## config.mk

```make
export PLATFORM = sky130hd
export DESIGN_NAME = ysyx_22040175_pipe_buf
export DESIGN_NICKNAME = d
export VERILOG_FILES = /design/src/rtl/ysyx_22040175_pipe_buf.sv
export SDC_FILE = /design/constraint.sdc
export NUM_CORES = 1
export LEC_CHECK = 0
export ABC_AREA = 1
export CORE_MARGIN = 8
export CORE_UTILIZATION = 52
export DETAILED_ROUTE_END_ITERATION = 16
export PLACE_DENSITY = 0.91
export SYNTH_ARGS = -nofsm -noshare
export SYNTH_HDL_FRONTEND = slang
export SYNTH_SLANG_ARGS = --single-unit
```

## constraint.sdc

```tcl
create_clock -name clk -period 2.1 [get_ports clk]
set_input_delay 0.21 -clock clk [delete_from_list [all_inputs] [get_ports clk]]
set_output_delay 0.21 -clock clk [all_outputs]
set_load 0.02 [all_outputs]
```

## src/rtl/ysyx_22040175_pipe_buf.sv

```systemverilog
// ---------------------------------------------------------------------------
// ysyx_22040175_pipe_buf
//
// Elastic pipeline register placed at every stage boundary (IF/ID/EX/MEM/WB).
// Upstream and downstream use a valid/ready handshake. With SKID=1 the buffer
// holds up to two entries, and in_ready_o comes straight from a flop, so no
// combinational path crosses the boundary. With SKID=0 it holds a single entry,
// and ready is passed through combinationally. A flush kills every held entry
// when a branch or jump redirect occurs. Two saturating counters record stall
// cycles and bubble cycles for performance analysis.
//
// Parameters
//   WIDTH : payload width in bits
//   SKID  : 1 = two entries with registered ready, 0 = one entry with comb ready
//   CNT_W : width of the stall and bubble counters
//
// Ports
//   clk          : clock; all state updates on the rising edge
//   rst_n        : asynchronous reset, active low
//   flush_i      : synchronous kill of all held entries
//   clr_cnt_i    : synchronous clear of both counters
//   in_valid_i   : upstream entry valid
//   in_ready_o   : buffer accepts an entry this cycle
//   in_data_i    : upstream payload
//   out_valid_o  : downstream entry valid
//   out_ready_i  : downstream accepts the entry
//   out_data_o   : downstream payload (main register)
//   occ_o        : number of entries held (0, 1 or 2)
//   stall_cnt_o  : cycles with out_valid_o=1 and out_ready_i=0
//   bubble_cnt_o : cycles with out_valid_o=0
// ---------------------------------------------------------------------------
module ysyx_22040175_pipe_buf #(
    parameter int WIDTH = 192,
    parameter int SKID  = 1,
    parameter int CNT_W = 32
) (
    input  logic             clk,
    input  logic             rst_n,
    input  logic             flush_i,
    input  logic             clr_cnt_i,
    input  logic             in_valid_i,
    output logic             in_ready_o,
    input  logic [WIDTH-1:0] in_data_i,
    output logic             out_valid_o,
    input  logic             out_ready_i,
    output logic [WIDTH-1:0] out_data_o,
    output logic [1:0]       occ_o,
    output logic [CNT_W-1:0] stall_cnt_o,
    output logic [CNT_W-1:0] bubble_cnt_o
);

    typedef enum logic [1:0] {
        ST_EMPTY = 2'd0,
        ST_ONE   = 2'd1,
        ST_FULL  = 2'd2
    } state_t;

    state_t             state_q;
    state_t             state_n;
    logic [WIDTH-1:0]   main_q;
    logic [WIDTH-1:0]   main_n;
    logic [WIDTH-1:0]   skid_q;
    logic [WIDTH-1:0]   skid_n;
    logic               in_ready_q;
    logic [CNT_W-1:0]   stall_q;
    logic [CNT_W-1:0]   bubble_q;
    logic               in_fire;
    logic               out_fire;

    // The head of the queue is always held in the main register, so the
    // downstream stage sees a flop output with no muxing in front of it.
    assign out_valid_o  = (state_q != ST_EMPTY);
    assign out_data_o   = main_q;
    assign stall_cnt_o  = stall_q;
    assign bubble_cnt_o = bubble_q;

    // With the skid entry present, ready is the registered "not full" flag.
    // Without the skid entry, the single slot can be refilled in the same
    // cycle it drains, so ready must look at out_ready_i directly.
    assign in_ready_o = (SKID != 0) ? in_ready_q : (!out_valid_o || out_ready_i);

    assign in_fire  = in_valid_i && in_ready_o;
    assign out_fire = out_valid_o && out_ready_i;

    // Map the state to an occupancy count that the hazard logic can observe.
    always_comb begin
        occ_o = 2'd0;
        case (state_q)
            ST_ONE:  occ_o = 2'd1;
            ST_FULL: occ_o = 2'd2;
            default: occ_o = 2'd0;
        endcase
    end

    // Next-state and data-path steering. A flush overrides everything: any
    // entry arriving in the same cycle is dropped, and both registers are
    // zeroed so a killed instruction cannot leak into later stages. In the
    // FULL state the skid entry is older than anything upstream, so it moves
    // into the main register as soon as the head drains.
    always_comb begin
        state_n = state_q;
        main_n  = main_q;
        skid_n  = skid_q;
        if (flush_i) begin
            state_n = ST_EMPTY;
            main_n  = '0;
            skid_n  = '0;
        end else begin
            case (state_q)
                ST_EMPTY: begin
                    if (in_fire) begin
                        state_n = ST_ONE;
                        main_n  = in_data_i;
                    end
                end
                ST_ONE: begin
                    if (in_fire && out_fire) begin
                        main_n = in_data_i;
                    end else if (out_fire) begin
                        state_n = ST_EMPTY;
                    end else if (in_fire && (SKID != 0)) begin
                        state_n = ST_FULL;
                        skid_n  = in_data_i;
                    end
                end
                ST_FULL: begin
                    if (out_fire) begin
                        state_n = ST_ONE;
                        main_n  = skid_q;
                        skid_n  = '0;
                    end
                end
                default: begin
                    state_n = ST_EMPTY;
                end
            endcase
        end
    end

    // State and payload registers. The ready flop is loaded from the next
    // state, so it is low exactly while the buffer holds two entries.
    always_ff @(posedge clk or negedge rst_n) begin
        if (!rst_n) begin
            state_q    <= ST_EMPTY;
            main_q     <= '0;
            skid_q     <= '0;
            in_ready_q <= 1'b1;
        end else begin
            state_q    <= state_n;
            main_q     <= main_n;
            skid_q     <= skid_n;
            in_ready_q <= (state_n != ST_FULL);
        end
    end

    // Performance counters. Both counters saturate instead of wrapping, so a
    // long run still shows that the limit was reached. A clear wins over an
    // increment. A flush does not touch the counters; the flush cycle itself
    // is classified by the valid flag it started with.
    always_ff @(posedge clk or negedge rst_n) begin
        if (!rst_n) begin
            stall_q  <= '0;
            bubble_q <= '0;
        end else if (clr_cnt_i) begin
            stall_q  <= '0;
            bubble_q <= '0;
        end else begin
            if (out_valid_o && !out_ready_i && (stall_q != {CNT_W{1'b1}})) begin
                stall_q <= stall_q + CNT_W'(1);
            end
            if (!out_valid_o && (bubble_q != {CNT_W{1'b1}})) begin
                bubble_q <= bubble_q + CNT_W'(1);
            end
        end
    end

endmodule

```

==> flow_metrics.tcl <==
set metrics [dict create \
    worstPathMaxFanout 6 \
    synth_ff_type "dfrtp_1" \
    min_path_type "primary input to asynchronous set/reset pin" \
    rsz0062_at_grt "no" \
    slowest_delay_ns 0.40 \
    synth-xor-area-share_pct 0.8128 \
    slew_viol_final 0 \
    dr_total_vias 21115 \
    vias_per_cell 5.506 \
    syn_inst 2799 \
    antenna_found_initial 6 \
    cts_made_buffers 48 \
    required_ns 1.89 \
    hold_viol 0 \
    nets 3463 \
    gr-usage-all-layers_pct 27.78 \
    placementRows 74 \
    tightest_slew_ns 0.5048 \
    ys_seq_area_share_pct 52.37 \
    core_um2 40830 \
    max_freq_mhz 500.8 \
    setup_viol 0 \
    htreeDepth 2 \
    initial_core_util_pct 52.78 \
    leakage_nw 13.65 \
    cellPowerDensity_nw_per_um2 946.7 \
    vdd_ir_drop_max_mv 0.9097 \
    synth_compound_gate_area_share_pct 9.341 \
    die-area_um2 48220 \
    synth_edf_count 0 \
    cts_num_sinks 451 \
    critPathCaptureType "primary output" \
    setup_tns_ns 0 \
    ant_nets 0 \
    status "complete, no violations" \
    ys_ff_latch 451 \
    synth_area_um2 21550 \
    io_pins 458 \
    clk_pin_slew_ns 0.06 \
    fin_crit_ns 1.997 \
    ctsRootBufferMaster "clkbuf_16" \
    io_buffers 457 \
    synth_mux_area_share_pct 0 \
    grt_max_degree 98 \
    synth_warnings 0 \
    synth_simple_gate_area_share_pct 28.61 \
    synthAdderAreaFrac_pct 0.4064 \
    drc 0 \
    wl_um 69390 \
    die_x_um 219.6 \
    final.setup_skew_ns 0.01610 \
    crit_type "flip-flop to primary output" \
    grt_pass1_wl_um 108900 \
    overflow 0 \
    synthArstFlopShare_pct 100.0 \
    die_y_um 219.6 \
    gp_congestion 0.9559 \
    critPathSlowestCell "dfrtp_1" \
    finalHoldWorstSlack_ns 0.1416 \
    syn_area_per_cell_um2 7.700 \
    synth.distinct_cells 34 \
    finalCritPeriodShare_pct 95.08 \
    critPathLaunchType "flip-flop" \
    slew_headroom_pct 66.35 \
    grt_pass1_vias 20992 \
    syn_nets 3004 \
    area_delta_synth_final_pct 34.98 \
    clk_latency_ns 0.58 \
    multiInputGateArea_um2 8497 \
    drt-pass1-iter-count 6 \
    regArea_um2 11290 \
    drive_gt1_share_pct 7.067 \
    path_cells "inv_2, ha_1, dlygate4sd2_1" \
    cap_violations 0 \
    drtIter0Drc 2639 \
    cts.path.max_buffers 3 \
    cp.arrival_ns 1.79 \
    cts_tree "yes" \
    dp_hpwl_um 46770 \
    synth_top_family_by_area "simple AND/OR/NAND/NOR gates" \
    nFillCells 2746 \
    wire_per_inst_um 18.09 \
]
layer usage:
| layer | vias up | track usage [%] | routed length, um |
|---|---|---|---|
| met1 | 9915 | 34.05 | 25580 |
| met5 | - | 0 | 12 |
| met4 | 2 | 14.43 | 3683 |
| met3 | 247 | 6.390 | 6640 |
| li1 | 9772 | - | - |
| met2 | 1179 | 45.62 | 33470 |
critical path, delay by kind of cell (launching register included):
family                   cells  cell delay (ns)
adder cells (fa/ha/maj)      1             0.32
buffers and inverters        2             0.49
flip-flops                   1             0.40
cell families (layout without fill, tap and decap cells):
logic type	after synthesis	count (layout)
other	0	6
buffers and inverters	413	911
AOI/OAI and AO/OA	398	398
xor gates and xnor gates	20	20
adders and majority gates	7	7
and+or+nand+nor	1510	1510
DFF	451	451
final timing paths:
kind                           startpoint  cells after the start          endpoint  slack (ns)
min in group clk           in_data_i[189]                      3       skid_q[189]        0.20
setup / recovery               state_q[1]                      3          occ_o[0]        0.10
hold / removal                      rst_n                      2  bubble_cnt_o[23]        0.14
setup reg to reg               state_q[0]                     10        skid_q[60]        0.11
hold reg to reg            out_data_o[80]                      2    out_data_o[80]        0.53
max in group asynchronous           rst_n                      3        skid_q[97]        1.14
cell usage in the layout (no fill, tap or decap), types with 10 or more instances in the layout:
| cell | netlist | layout |
|---|---|---|
| xor2_1 | 14 | 14 |
| clkinv_2 | 0 | 10 |
| o21ai_1 | 54 | 54 |
| inv_1 | 244 | 242 |
| nand2_1 | 882 | 882 |
| clkdlybuf4s50_1 | 0 | 453 |
| o21ai_0 | 142 | 142 |
| clkbuf_16 | 0 | 51 |
| nand4_1 | 36 | 36 |
| nand3_1 | 240 | 240 |
| buf_12 | 0 | 39 |
| clkbuf_1 | 48 | 12 |
| dfrtp_1 | 450 | 450 |
| buf_4 | 41 | 68 |
| nor2_1 | 322 | 321 |
| a21oi_1 | 197 | 195 |
registers in the layout, summed over array words and instances, names as in the netlist:
signal and count:
out_data_o 192, stall_cnt_o 32, in_ready_o 1, bubble_cnt_o 32, skid_q 192, state_q 2
cells in the mapped netlist, types with 4 or more instances:
cell	number	area share [%]
o21ai_1	54	1.3
inv_1	244	4.2
nand4_1	36	1.0
buf_4	41	1.4
xor2_1	14	0.57
buf_2	61	1.4
dfrtp_1	450	52
nand2_2	7	0.20
nand3_1	240	5.6
buf_6	4	0.21
nor2_1	322	5.6
or2_2	8	0.23
o21ai_0	142	3.3
buf_1	10	0.17
xnor2_1	6	0.24
a21oi_1	197	4.6
nand2_1	882	15
ha_1	7	0.41
clkbuf_1	48	0.84
power by group:
| part | internal, mW | switching (mW) |
|---|---|---|
| clock | 5.13 | 3.56 |
| sequential | 10.4 | 1.10 |
| combinational | 3.17 | 4.23 |
| total | 18.7 | 8.89 |
cell type report:
type / count / area share [%]
Clock inverter: 21 / 0.8817
Multi-Input combinational cell: 1935 / 29.21
Clock buffer: 68 / 4.662
Antenna cell: 6 / 0.05161
Inverter: 249 / 3.273
Tap cell: 532 / 2.288
Sequential cell: 451 / 38.80
Timing Repair Buffer: 573 / 20.83
per-stage QoR:
step                utilization (%)  instances  setup WS (ns)  power (mW)  cell area (um^2)
global route                  71.24       3834       0.008239       28.79             29090
CTS                           70.81       3823        0.07438       27.44             28910
floorplan                         -       2799         0.1553       15.06             21550
finish                        71.24       3835         0.1033       27.54             29090
global placement              66.84       3733        0.01976       18.34             27290
detailed placement            66.84       3733       -0.04647       18.62             27290
timing repair:
item | in CTS | in global routing
setup buffers | 0 | 3
gates resized for setup | 3 | 12
hold buffers | 1 | 0
hold endpoints to repair | 159 | 0
setup endpoints to repair | 3 | 49
gates cloned | 0 | 3
(Power assumes the default switching activity.)
